File: src/rtl/therm_ramp_gen.sv
// therm_ramp_gen: one-segment-per-step thermometer ramp generator; define THERM_SAT_EN to clamp out-of-range targets instead of rejecting them
module therm_ramp_gen #(
  parameter int N = 8,
  parameter int STEP_DIV = 1,
  localparam int W = $clog2(N + 1)
) (
  input  logic         clk,
  input  logic         reset,
  input  logic [W-1:0] target_in,
  input  logic         target_valid,
  output logic         target_ready,
  output logic [N-1:0] codeOut,
  output logic [W-1:0] level,
  output logic         busy,
  output logic         done,
  output logic         err
);
  localparam int CW = STEP_DIV > 1 ? $clog2(STEP_DIV) : 1;
  localparam logic [W-1:0] LMAX = W'(N);
  localparam logic [CW-1:0] CLAST = CW'(STEP_DIV - 1);
  typedef enum logic [1:0] {IDLE, RAMP_UP, RAMP_DOWN} stateT;
  stateT state, stateNext;
  logic [W-1:0] tgt, tgtNext, levelNext, reqT;
  logic [N-1:0] codeNext;
  logic [CW-1:0] cnt, cntNext;
  logic doneNext, errNext, reject, wrap, up;
  always_ff @(posedge clk) begin
    if (reset) begin
      state <= IDLE;
      tgt <= '0;
      cnt <= '0;
      level <= '0;
      codeOut <= '0;
      done <= 1'b0;
      err <= 1'b0;
      target_ready <= 1'b1;
      busy <= 1'b0;
    end else begin
      state <= stateNext;
      tgt <= tgtNext;
      cnt <= cntNext;
      level <= levelNext;
      codeOut <= codeNext;
      done <= doneNext;
      err <= errNext;
      target_ready <= stateNext == IDLE;
      busy <= stateNext != IDLE;
    end
  end
  always_comb begin
`ifdef THERM_SAT_EN
    reqT = target_in > LMAX ? LMAX : target_in;
    reject = 1'b0;
`else
    reqT = target_in;
    reject = target_in > LMAX;
`endif
    wrap = cnt == CLAST;
    up = state == RAMP_UP;
    stateNext = state;
    tgtNext = tgt;
    cntNext = cnt;
    levelNext = level;
    codeNext = codeOut;
    doneNext = 1'b0;
    errNext = 1'b0;
    if (state == IDLE) begin
      if (target_valid) begin
        errNext = reject;
        doneNext = !reject && reqT == level;
        if (!reject && reqT != level) begin
          tgtNext = reqT;
          cntNext = '0;
          stateNext = reqT > level ? RAMP_UP : RAMP_DOWN;
        end
      end
    end else begin
      cntNext = wrap ? '0 : cnt + 1'b1;
      if (wrap) begin
        levelNext = up ? level + 1'b1 : level - 1'b1;
        codeNext = up ? {codeOut[N-2:0], 1'b1} : {1'b0, codeOut[N-1:1]};
        if (levelNext == tgt) begin
          stateNext = IDLE;
          doneNext = 1'b1;
        end
      end
    end
  end
endmodule
File: config.mk
export PLATFORM = sky130hd
export DESIGN_NAME = therm_ramp_gen
export DESIGN_NICKNAME = d
export VERILOG_FILES = /design/src/rtl/therm_ramp_gen.sv
export SDC_FILE = /design/constraint.sdc
export NUM_CORES = 1
export LEC_CHECK = 0
export BUFFER_PORTS_ARGS = -buffer_cell sky130_fd_sc_hd__buf_2
export CORE_UTILIZATION = 60
export CTS_BUF_LIST = sky130_fd_sc_hd__clkbuf_4 sky130_fd_sc_hd__clkbuf_8
export CTS_CLUSTER_DIAMETER = 200
export DETAILED_ROUTE_END_ITERATION = 8
export PLACE_DENSITY = 0.93
export SLEW_MARGIN = 20
export SYNTH_ARGS = -nofsm -noshare
export SYNTH_HDL_FRONTEND = slang
export SYNTH_SLANG_ARGS = --single-unit
File: constraint.sdc
create_clock -name clk -period 5.8 [get_ports clk]
set_input_delay 0.29 -clock clk [delete_from_list [all_inputs] [get_ports clk]]
set_output_delay 0.29 -clock clk [all_outputs]
set_load 0.01 [all_outputs]
* Word-level counts from Yosys, hierarchy flattened
Index checks and enable logic that the tools add are counted.
** Word-level totals
- Flip-flop bits (word level) :: 23
- Input bits :: 7
- Output and inout port bits :: 16
** Cells by class
- Add/sub/neg operators :: 3
- Order comparisons :: 2
- Eq/ne operators :: 6
- Muxes and demuxes :: 16
- Bitwise operators :: 3
- Reductions and logical operators :: 10
** Operators by type and width (number)
- $mux 2 :: 6
- $eq 4x4->1 :: 2
- $mux 1 :: 8
- $mux 8 :: 1
- $add 4x1->4 const B :: 1
- $gt 4x4->1 :: 1
- $gt 4x4->1 const B :: 1
- $logic_not 2->1 :: 2
- $mux 4 :: 1
- $ne 4x4->1 :: 1
- $reduce_and 2->1 :: 2
- $sub 4x1->4 const B :: 1
- $not 1->1 :: 3
- $reduce_and 3->1 :: 1
- $reduce_or 3->1 :: 1
- $eq 2x1->1 const B :: 1
- $logic_and 1x1->1 :: 2
- $ne 2x1->1 const B :: 1
- $ne 2x2->1 const B :: 1
- $reduce_bool 2->1 :: 1
- $add 1x1->1 const B :: 1
- $logic_not 1->1 :: 1

* Longest topological paths before layout
- Depth after elaboration :: 7
- Depth in mapped cells :: 8
- Mapped depth without buffers :: 8

* Worst setup path before layout
OpenSTA, ideal clock, no wires.
- Path type :: flip-flop to flip-flop
- From :: register level[0]
- To :: register done
- Library setup time :: 71 ps
- Arrival :: 1847 ps
- Path slack :: 3882 ps
- Cell stages (with the launch flop) :: 8
- Path buffers :: 0
- Path through :: dfxtp_1 inv_1 fa_1 xor2_1 xor2_1 nand3_1 or3_1 a21oi_1
** On the way
- Longest elaborated chain between the ends :: 6
- Elaborated cells on any way between the ends :: 10
- Classes of those cells :: 2 x add/sub; 2 x eq/ne; 5 x mux; 1 x reduce/logical
** Ends and longest elaborated chain
- start, declared :: RTL line 13 : output logic [W-1:0] level,
- start signal, assigned :: RTL line 42 : level <= levelNext;
- $sub 4x1->4 or $add 4x1->4 (tied branches) :: RTL line 80 : levelNext = up ? level + 1'b1 : level - 1'b1;
- $mux 4 :: RTL line 80
- $eq 4x4->1 :: RTL line 82 : if (levelNext == tgt) begin
- $mux 1 :: RTL line 82
- $mux 1 :: RTL line 79 : if (wrap) begin
- $mux 1 * :: RTL line 67 : if (state == IDLE) begin
- end signal, assigned :: RTL line 44 : done <= doneNext;
- end, declared :: RTL line 15 : output logic done,
Mark *: on every way between the ends. The rest lies on a longest branch, timed or not.
A chain may end at the register's enable or synchronous reset.

* Final worst setup path
- From :: register state[0]
- To :: register done
** On the way
- Longest elaborated chain between the ends :: 6
- Elaborated cells on any way between the ends :: 7
- Classes of those cells :: 2 x eq/ne; 4 x mux; 1 x reduce/logical
** Ends and longest elaborated chain
- start, declared :: RTL line 22 : stateT state, stateNext;
- start signal, assigned :: RTL line 39 : state <= stateNext;
- $eq 2x1->1 :: RTL line 59 : up = state == RAMP_UP;
- $mux 4 :: RTL line 80
- $eq 4x4->1 :: RTL line 82
- $mux 1 :: RTL line 82
- $mux 1 :: RTL line 79
- $mux 1 * :: RTL line 67
Marks and branches as above.

==> impl_results.md <==
- Number of flops mapped to enable cells by yosys: 0
- Nets@finish: 161
- Max clock buf depth: 2
- Gate Count Post-Synth: 125
- Switching power: 0.000165 W
- Final period utilization: 44.4%
- Placer Congestion: 0.843
- Pin count of the biggest net entering global routing: 23
- DP HPWL: 1650 microns
- Final hold vios: 0
- Arr. time, crit path: 2830 ps
- Power Density: 369 nW/um^2
- Sw frac: 34.8%
- Post-layout min period: 2570 ps
- TritonRoute pass-1 iters: 4
- Crit path launch type: flip-flop
- Post-Synth XOR/XNOR Area: 7.08%
- Clock share of power: 25.2%
- Multiplexer area fraction after synthesis: 9.89%
- WL final: 2390 microns
- Top-level I/O count: 23
- Worst-path clk slew: 120 ps
- RSZ-0062 raised after global routing: no
- WP data required: 6060 ps
- HP Class: in -> reg
- Compound-gate portion of the synthesized area: 12.4%
- Distinct cells, synth: 27
- Hold buffer count at cts: 0
- Max-cap viol count: 0
- Post-CTS setup buffers: 0
- Seq/Total Area, Yosys: 39.6%
- Main combinational cell family by area after synthesis: simple AND/OR/NAND/NOR gates
- P&R area growth vs syn: 15.3%
- Die H: 45.1 microns
- Slew HR: 51.1%
- Layout Cells excl Fill: 171
- FFs w/ async S/R, synth: 0%
- GRT busiest layer: met2
- Placed cells: 167
- Via count: 932
- Post-Syn Area: 1110 sq um
- R2r startpoint: state[0]
- Critical Path End Type: flip-flop
- Core outline area: 1730 sq um
- Initial antenna violation count: 0
- Root buffer cell: clkbuf_4
- DR WL/cell: 13.9 microns
- Gr usage total: 26.1%
- Reg power frac: 39.9%
- Clk_lat worst skew: 320 ps
- Hold path startpoint: target_valid
- Initial Utilization: 64.5%
- TritonCTS clock tree: yes
- Grt ovf: 0
- GR Layer Usage met1: 28.2%
- Mean post-synth cell area: 8.91 sq um
- Skew final: 3.71 ps
- Status: complete, no violations
- Layout cells sized above 1: 21.9%
- CTS Buf Count: 3
- GR Layer Usage met2: 45.2%
- Slew Limit Fails: 0
- I/O Buffers: 22
- CTS sink cnt: 22
- Worst setup path startpoint: state[0]
- Leading cell type in the layout, fill and taps excluded: nor2_1
- WS Path Type: reg -> reg
- Slew at the pin closest to its max-slew limit: 733 ps
- Max Clk Rate: 0.389 GHz
- Post-CTS Resized: 0
- Int Pwr: 0.000309 W
- Global-route wire length before repair: 3660 microns
- Die footprint: 2030 sq um
- Number of cell rows: 15
- Routing usage on met3: 5.60%
- Post-Synth Simple-Gate Area: 17.8%
- CP Max Fanout: 12
- Antenna-violating nets left: 0
- Final setup fails: 0
- Peak supply drop: 0.268 mV
- Commonest cells after routing, fill and taps aside: 26 x nor2_1, 22 x dfxtp_1, 22 x buf_2
- Die X: 45.1 microns
- Syn_nets: 139
- Total negative slack: 0 ps
- Synth Flop Type: dfxtp_1
- Adder-cell share of the synthesized area: 8.54%
- DRC viols: 0
- Antenna cells: 0
- Pleak: 0.603 nW
- CTS H-tree depth: 1
- Synthesis-stage register bit count: 22
- Vias/cell: 5.45
- Synth warnings: 0
- Vias in the first global route: 831
- Iteration-0 DRC Markers: 22
- Comb power frac: 35.0%
-- stage by stage --
| step | worst slack [ps] | hold WS (ps) | area [sq um] | utilization [%] | power, W |
|---|---|---|---|---|---|
| 6_report | 3230 | 214 | 1280 | 74.3 | 0.000474 |
| 5_1_grt | 3060 | 216 | 1280 | 74.3 | 0.000498 |
| 4_1_cts | 3260 | 216 | 1280 | 74.3 | 0.000472 |
| 3_5_place_dp | 3300 | 517 | 1230 | 71.3 | 0.000350 |
| 3_3_place_gp | 3500 | 486 | 1230 | 71.3 | 0.000339 |
| 2_1_floorplan | 3880 | 367 | 1110 | - | 0.000311 |
-- kinds of logic (layout without fill, tap and decap cells) --
group | count (synthesis) | in the layout
XOR/XNOR | 9 | 9
multiplexers | 11 | 11
flip-flops | 22 | 22
AND/OR/NAND/NOR | 39 | 39
AO/OA/AOI/OAI | 24 | 24
adder cells (fa/ha/maj) | 7 | 7
buffers and inverters | 13 | 34
-- worst max-delay path: stages (launching register included) --
cell and delay, ps:
dfxtp_1 720, nor2b_4 310, inv_1 100, ha_1 330, xor2_1 270, xor2_1 200, nand3_1 140, or3_1 330
a21oi_1 120
-- layout make-up --
| class | count | area (sq um) |
|---|---|---|
| sequential | 22 | 440 |
| clock buffer | 3 | 22.5 |
| fill | 139 | 443 |
| inverter | 8 | 30.0 |
| clock inverter | 1 | 30.0 |
| tap | 25 | 31.3 |
| timing repair buffer | 22 | 110 |
| multi-input combinational | 90 | 619 |
-- final timing paths --
kind / to / slack, ps / cells past startpoint
worst max-delay path: done / 3230 / 8
worst min register to register: codeOut[6] / 540 / 2
worst max register to register: done / 3230 / 8
worst min-delay path: err / 210 / 3
-- registers in the layout (all words and copies together) (netlist names) --
name          flops
done              1
target_ready      1
level             4
state             2
codeOut           8
busy              1
tgt               4
err               1
-- synth_stat cells (2+ instances only) --
cell | instances | area [sq um]
nor2_1 | 26 | 97.6
dfxtp_1 | 22 | 440
a21oi_1 | 16 | 80.1
mux2i_1 | 11 | 110
inv_1 | 8 | 30.0
ha_1 | 6 | 75.1
xor2_1 | 5 | 43.8
xnor2_1 | 4 | 35.0
clkbuf_1 | 3 | 11.3
o21ai_0 | 3 | 15.0
a21o_1 | 2 | 15.0
nand2_1 | 2 | 7.51
nand4_1 | 2 | 12.5
nor3_1 | 2 | 10.0
-- power by group through the flow --
stage          clock network (W)  logic (W)  registers (W)
4_1_cts                 0.000119   0.000164       0.000188
5_1_grt                 0.000126   0.000180       0.000191
3_5_place_dp                   0   0.000159       0.000192
6_report                0.000119   0.000166       0.000189
2_1_floorplan                  0   0.000123       0.000188
3_3_place_gp                   0   0.000148       0.000191
-- metal layers --
metal | part of all wire [%] | vias to the layer above
li1 | - | 463
met1 | 42 | 421
met5 | 0 | -
met4 | 3.8 | 0
met3 | 5.3 | 12
met2 | 49 | 36
(Power assumes the default switching activity.)
